<file path="config.mk">
export PLATFORM = sky130hd
export DESIGN_NAME = frame_rx_deserializer
export DESIGN_NICKNAME = d
export VERILOG_FILES = /design/src/rtl/frame_rx_deserializer.sv
export SDC_FILE = /design/constraint.sdc
export NUM_CORES = 1
export LEC_CHECK = 0
export BUFFER_PORTS_ARGS = -buffer_cell sky130_fd_sc_hd__buf_2
export CELL_PAD_IN_SITES_DETAIL_PLACEMENT = 1
export CELL_PAD_IN_SITES_GLOBAL_PLACEMENT = 1
export CORE_MARGIN = 5
export CORE_UTILIZATION = 40
export DETAILED_ROUTE_END_ITERATION = 8
export PLACE_DENSITY_LB_ADDON = 0.1
export SYNTH_ARGS = -nofsm -noshare
export SYNTH_HDL_FRONTEND = slang
export SYNTH_SLANG_ARGS = --single-unit
</file>
<file path="constraint.sdc">
create_clock -name clk -period 5.2 [get_ports clk]
set_input_delay 1.04 -clock clk [delete_from_list [all_inputs] [get_ports clk]]
set_output_delay 1.04 -clock clk [all_outputs]
set_load 0.1 [all_outputs]
</file>
<file path="src/rtl/frame_rx_deserializer.sv">
// Serial frame receiver: hunts for the start delimiter, deserializes 12 bits, filters on
// destination address and keeps saturating accept/drop counters.
module frame_rx_deserializer #(
  parameter logic [3:0] MAC_ADDRESS = 4'hA,
  parameter logic [3:0] SFD         = 4'b0101,
  parameter logic [3:0] BCAST_ADDR  = 4'hF,
  parameter bit         PROMISC     = 1'b0,
  parameter int         CNT_W       = 8
) (
  input  logic             clk,
  input  logic             rst,
  input  logic             rx_bit,
  input  logic             abort,
  input  logic             cnt_clr,
  output logic [15:0]      rx_frame,
  output logic             frame_rx_valid,
  output logic             rx_busy,
  output logic [CNT_W-1:0] rx_ok_count,
  output logic [CNT_W-1:0] rx_drop_count
);

  typedef enum logic [1:0] {HUNT, CAPTURE, CHECK} state_t;

  localparam logic [CNT_W-1:0] CNT_MAX = '1;

  state_t      state;
  logic [3:0]  hunt_sr;
  logic [11:0] cap_sr;
  logic [3:0]  bit_cnt;
  logic [3:0]  dst;
  logic        accept;
  logic        sfd_hit;

  assign dst     = cap_sr[11:8];
  assign accept  = PROMISC || (dst == MAC_ADDRESS) || (dst == BCAST_ADDR);
  assign sfd_hit = ({hunt_sr[2:0], rx_bit} == SFD);

  always_ff @(posedge clk or posedge rst) begin
    if (rst) begin
      state          <= HUNT;
      hunt_sr        <= 4'b0;
      cap_sr         <= 12'h0;
      bit_cnt        <= 4'd0;
      rx_frame       <= 16'h0;
      frame_rx_valid <= 1'b0;
      rx_busy        <= 1'b0;
    end else begin
      frame_rx_valid <= 1'b0;
      if (abort) begin
        state   <= HUNT;
        hunt_sr <= 4'b0;
        bit_cnt <= 4'd0;
        rx_busy <= 1'b0;
      end else begin
        case (state)
          HUNT: begin
            hunt_sr <= {hunt_sr[2:0], rx_bit};
            if (sfd_hit) begin
              state   <= CAPTURE;
              bit_cnt <= 4'd0;
              rx_busy <= 1'b1;
            end
          end
          CAPTURE: begin
            cap_sr  <= {cap_sr[10:0], rx_bit};
            bit_cnt <= bit_cnt + 4'd1;
            if (bit_cnt == 4'd11) state <= CHECK;
          end
          CHECK: begin
            if (accept) begin
              rx_frame       <= {SFD, cap_sr};
              frame_rx_valid <= 1'b1;
            end
            // the bit arriving now may already be the first SFD bit of the next frame
            hunt_sr <= {3'b000, rx_bit};
            state   <= HUNT;
            rx_busy <= 1'b0;
          end
          default: begin
            state   <= HUNT;
            rx_busy <= 1'b0;
          end
        endcase
      end
    end
  end

  always_ff @(posedge clk or posedge rst) begin
    if (rst) begin
      rx_ok_count   <= '0;
      rx_drop_count <= '0;
    end else if (cnt_clr) begin
      rx_ok_count   <= '0;
      rx_drop_count <= '0;
    end else if (state == CHECK && !abort) begin
      if (accept) begin
        if (rx_ok_count != CNT_MAX) rx_ok_count <= rx_ok_count + 1'b1;
      end else if (rx_drop_count != CNT_MAX) begin
        rx_drop_count <= rx_drop_count + 1'b1;
      end
    end
  end

endmodule

</file>
==> run summary <==
In the layout the commonest cells are 52 x sky130_fd_sc_hd__dfrtp_1, 36 x sky130_fd_sc_hd__buf_2, 35 x sky130_fd_sc_hd__nand2_1, 20 x sky130_fd_sc_hd__nor2_1, 16 x sky130_fd_sc_hd__mux2_2. The run gives 0 as the number of antenna violations at the first check in global routing. Buffers placed on the I/O ports in this run total 36. Horizontal die dimension: 86.67 um.

For the initial core utilization, the log shows 0.4043. The worst reg2reg path startpoint was state[0]. After detailed placement, the total cell area comes to 2572 um^2. Setup violations remaining at the end of the flow were counted as 0.

The floorplan die height was 86.67 um; the final net count was 269. During synthesis, Yosys emitted a total of 0 warnings. The global-route wire length before repair was 8631 um. The detailed router finished its first iteration with 42 violations. Final hold analysis gives a worst-case slack of 0.4738 ns.

The finished cells cover 2670 um^2. The tightest min-delay check is of the register to register type. Once the clock tree was built, the resizer swapped 0 gates to a different size.

The number of I/O pins was 39. The number of cells on the worst reg-to-reg path works out to 4. The worst-path maximum fanout is 26, and the number of detailed-route iterations in the first pass is 4. The tools report the pin count of the biggest net entering global routing as 53. The wire length reported by the detailed router is 4970 um. The floorplan step defined a core boundary enclosing 5816 um^2.

The logs give 0 for the number of antenna diodes and 3.04 ns for the arrival time at the worst endpoint. IR analysis of the VDD net gives a maximum drop of 0.1748 mV. The longest clock path from root to sink contains 2 buffers. The worst setup path category is primary input to register. Clock latency reported for the late side of the worst-skew pair: 0.30 ns.

Leaving out fill and tap cells, the most frequent cell in the layout is sky130_fd_sc_hd__dfrtp_1. The average size of a mapped cell was 10.27 um^2. The tree is rooted in a sky130_fd_sc_hd__clkbuf_8.

The area of the die was 7511 um^2; the leakage dissipation was 0.001338 uW. The power density of the placed cells is 261.7 nW/um^2, and the highest achievable clock rate is 0.3561 GHz. The final cycle utilization of the critical path is 0.5400, and the average vias per placed instance is 5.270.

Synthesis produced a netlist whose cell count is 229. The worst setup path is captured at a register. For the pin with the worst max-slew slack, the measured transition is 1.032 ns. The tools report the number of H-tree levels as 2.

The flow ran to the end, and the final reports show no timing, DRC or antenna violations. The number of library cell types mapped by synthesis came out at 41. The tools report the headroom to the max-slew limit as 0.3095. The number of post-CTS setup repair buffers came out at 0. The area growth from synthesis to layout was 13.57%; the number of global-route vias before repair was 1,829. The fraction of layout instances using a drive strength above 1 is 0.2366.

The tools report the capture point of the critical path as rx_ok_count[5]. The placed wire-length estimate after detailed placement was 3452 um. Setup slack on the worst reg-to-reg path comes out at 2.69 ns.

The final route contains 1,776 vias. Dividing the detail-routed wire length by the instance count gives 14.75 um. Setup total negative slack on the finished layout was measured at 0 ns. The run gives 28 as the row count. Setup repair after global routing left no endpoint under its margin.

In this run the remaining antenna-violating nets after routing total 0. For the worst endpoint required time, the log shows 5.43 ns. The final setup skew is 0.005647 ns. For the netlist area before placement, the log shows 2351 um^2. The final number of max-transition violations is 0.

Counting every sink on the clock net gives 52. Launching element type of the critical path: a primary input. Buffers inserted during clock tree synthesis total 5. The run gives 0.1451 as the all-layer global routing usage. Routability-driven placement finished with a final weighted congestion of 0.7064. The number of fill cells in the layout came out at 691. Tracing the worst setup path back leads to its startpoint at abort.

The worst path in the final design needs a cycle of 2.808 ns, including I/O delays and setup. The tools report the terminus of the critical flop-to-flop path as rx_ok_count[5]. The number of remaining DRC errors was 0; the flip-flop and latch count after synthesis was 52. The count of max-cap constraint violations is 0, and the clock input transition at the sequential cells of the worst setup and hold paths is 0.09 ns. The run gives 0.5535 as the sequential area share after synthesis.

TritonCTS built the clock tree. The final global-route overflow total is 0, and the count of hold-fix buffers inserted at cts is 0. Count of endpoints failing hold in the final timing report: 0.
-- stage by stage --
stage | worst slack (ns) | std cells | utilization | power (uW)
after global placement | 2.123 | 329 | 0.4423 | 465.2
after floorplan | 2.680 | 230 | - | 456.7
final | 2.392 | 337 | 0.4591 | 698.6
after CTS | 2.367 | 337 | 0.4591 | 712.7
after global routing | 2.249 | 337 | 0.4591 | 730.7
after detailed placement | 2.040 | 329 | 0.4423 | 465.8
-- worst min path at each step --
stage | startpoint | to | slack [ns] | depth (start not counted)
floorplan | cap_sr[0] | rx_frame[0] | 0.45 | 2
global placement | rx_frame[11] | rx_frame[11] | 0.45 | 1
detailed placement | rx_frame[2] | rx_frame[2] | 0.46 | 2
CTS | rx_frame[2] | rx_frame[2] | 0.48 | 2
global route | rx_frame[2] | rx_frame[2] | 0.50 | 2
finish | rx_frame[2] | rx_frame[2] | 0.47 | 2
-- cells in the mapped netlist, drive strengths merged --
library cell	number	area share
dfrtp	52	0.55
nand2	35	0.056
nor2	20	0.032
mux2	16	0.077
a21oi	14	0.030
nand3	9	0.019
clkbuf	8	0.013
inv	6	0.0096
nand2b	6	0.016
o21ai	6	0.013
buf	5	0.014
nor2b	5	0.013
nor3	5	0.011
o31ai	5	0.016
or4	5	0.016
a22oi	3	0.0096
ha	3	0.016
or3	3	0.0080
mux2i	2	0.0085
nand4	2	0.0053
o41ai	2	0.0075
a211oi	1	0.0032
a31oi	1	0.0027
a32oi	1	0.0037
a41o	1	0.0043
and2	1	0.0027
and3	1	0.0027
and4	1	0.0037
and4b	1	0.0043
conb	1	0.0016
nand3b	1	0.0032
nor3b	1	0.0032
nor4	1	0.0027
nor4bb	1	0.0043
o21a	1	0.0032
or3b	1	0.0037
or4b	1	0.0043
xor2	1	0.0037
-- report_power, final --
group	internal (uW)	leakage (uW)	switching [uW]
clock	108	0.0000434	134
combinational	10.6	0.000574	24.8
sequential	413	0.000721	7.58
total	532	0.00134	167
-- registers in the layout (all words and copies together) (netlist names) --
| signal | flops |
|---|---|
| rx_ok_count | 8 |
| rx_frame | 13 |
| state | 2 |
| rx_drop_count | 8 |
| rx_busy | 1 |
| bit_cnt | 4 |
| cap_sr | 12 |
| hunt_sr | 3 |
| frame_rx_valid | 1 |
-- routing by layer --
metal / share of wire / global-route usage
met1: 0.46 / 0.1828
met2: 0.49 / 0.2476
met3: 0.034 / 0.02567
met4: 0.012 / 0.05524
met5: 0 / 0
-- layout make-up --
cell class	instances	area, um^2	share of cell area
Clock inverter	2	15.01	0.005623
Timing Repair Buffer	37	187.7	0.07029
Sequential cell	52	1301	0.4873
Tap cell	75	93.84	0.03515
Inverter	6	22.52	0.008435
Multi-Input combinational cell	159	967.2	0.3622
Clock buffer	6	82.58	0.03093
-- critical path, cell delays in order --
cell,delay [ns]
sky130_fd_sc_hd__buf_2,0.17
sky130_fd_sc_hd__or3b_1,0.36
sky130_fd_sc_hd__or3_1,0.67
sky130_fd_sc_hd__or4b_1,0.63
sky130_fd_sc_hd__a21oi_1,0.16
-- cell families (layout without fill, tap and decap cells) --
logic type	Yosys count	in the layout	synth area share
AO/OA/AOI/OAI	35	35	0.09261
XOR/XNOR	1	1	0.003726
adder cells (fa/ha/maj)	3	3	0.01597
buffers and inverters	19	51	0.03672
flip-flops	52	52	0.5535
multiplexers	18	18	0.08515
other	1	2	0.001595
AND/OR/NAND/NOR	100	100	0.2108
(Power assumes the default switching activity.)
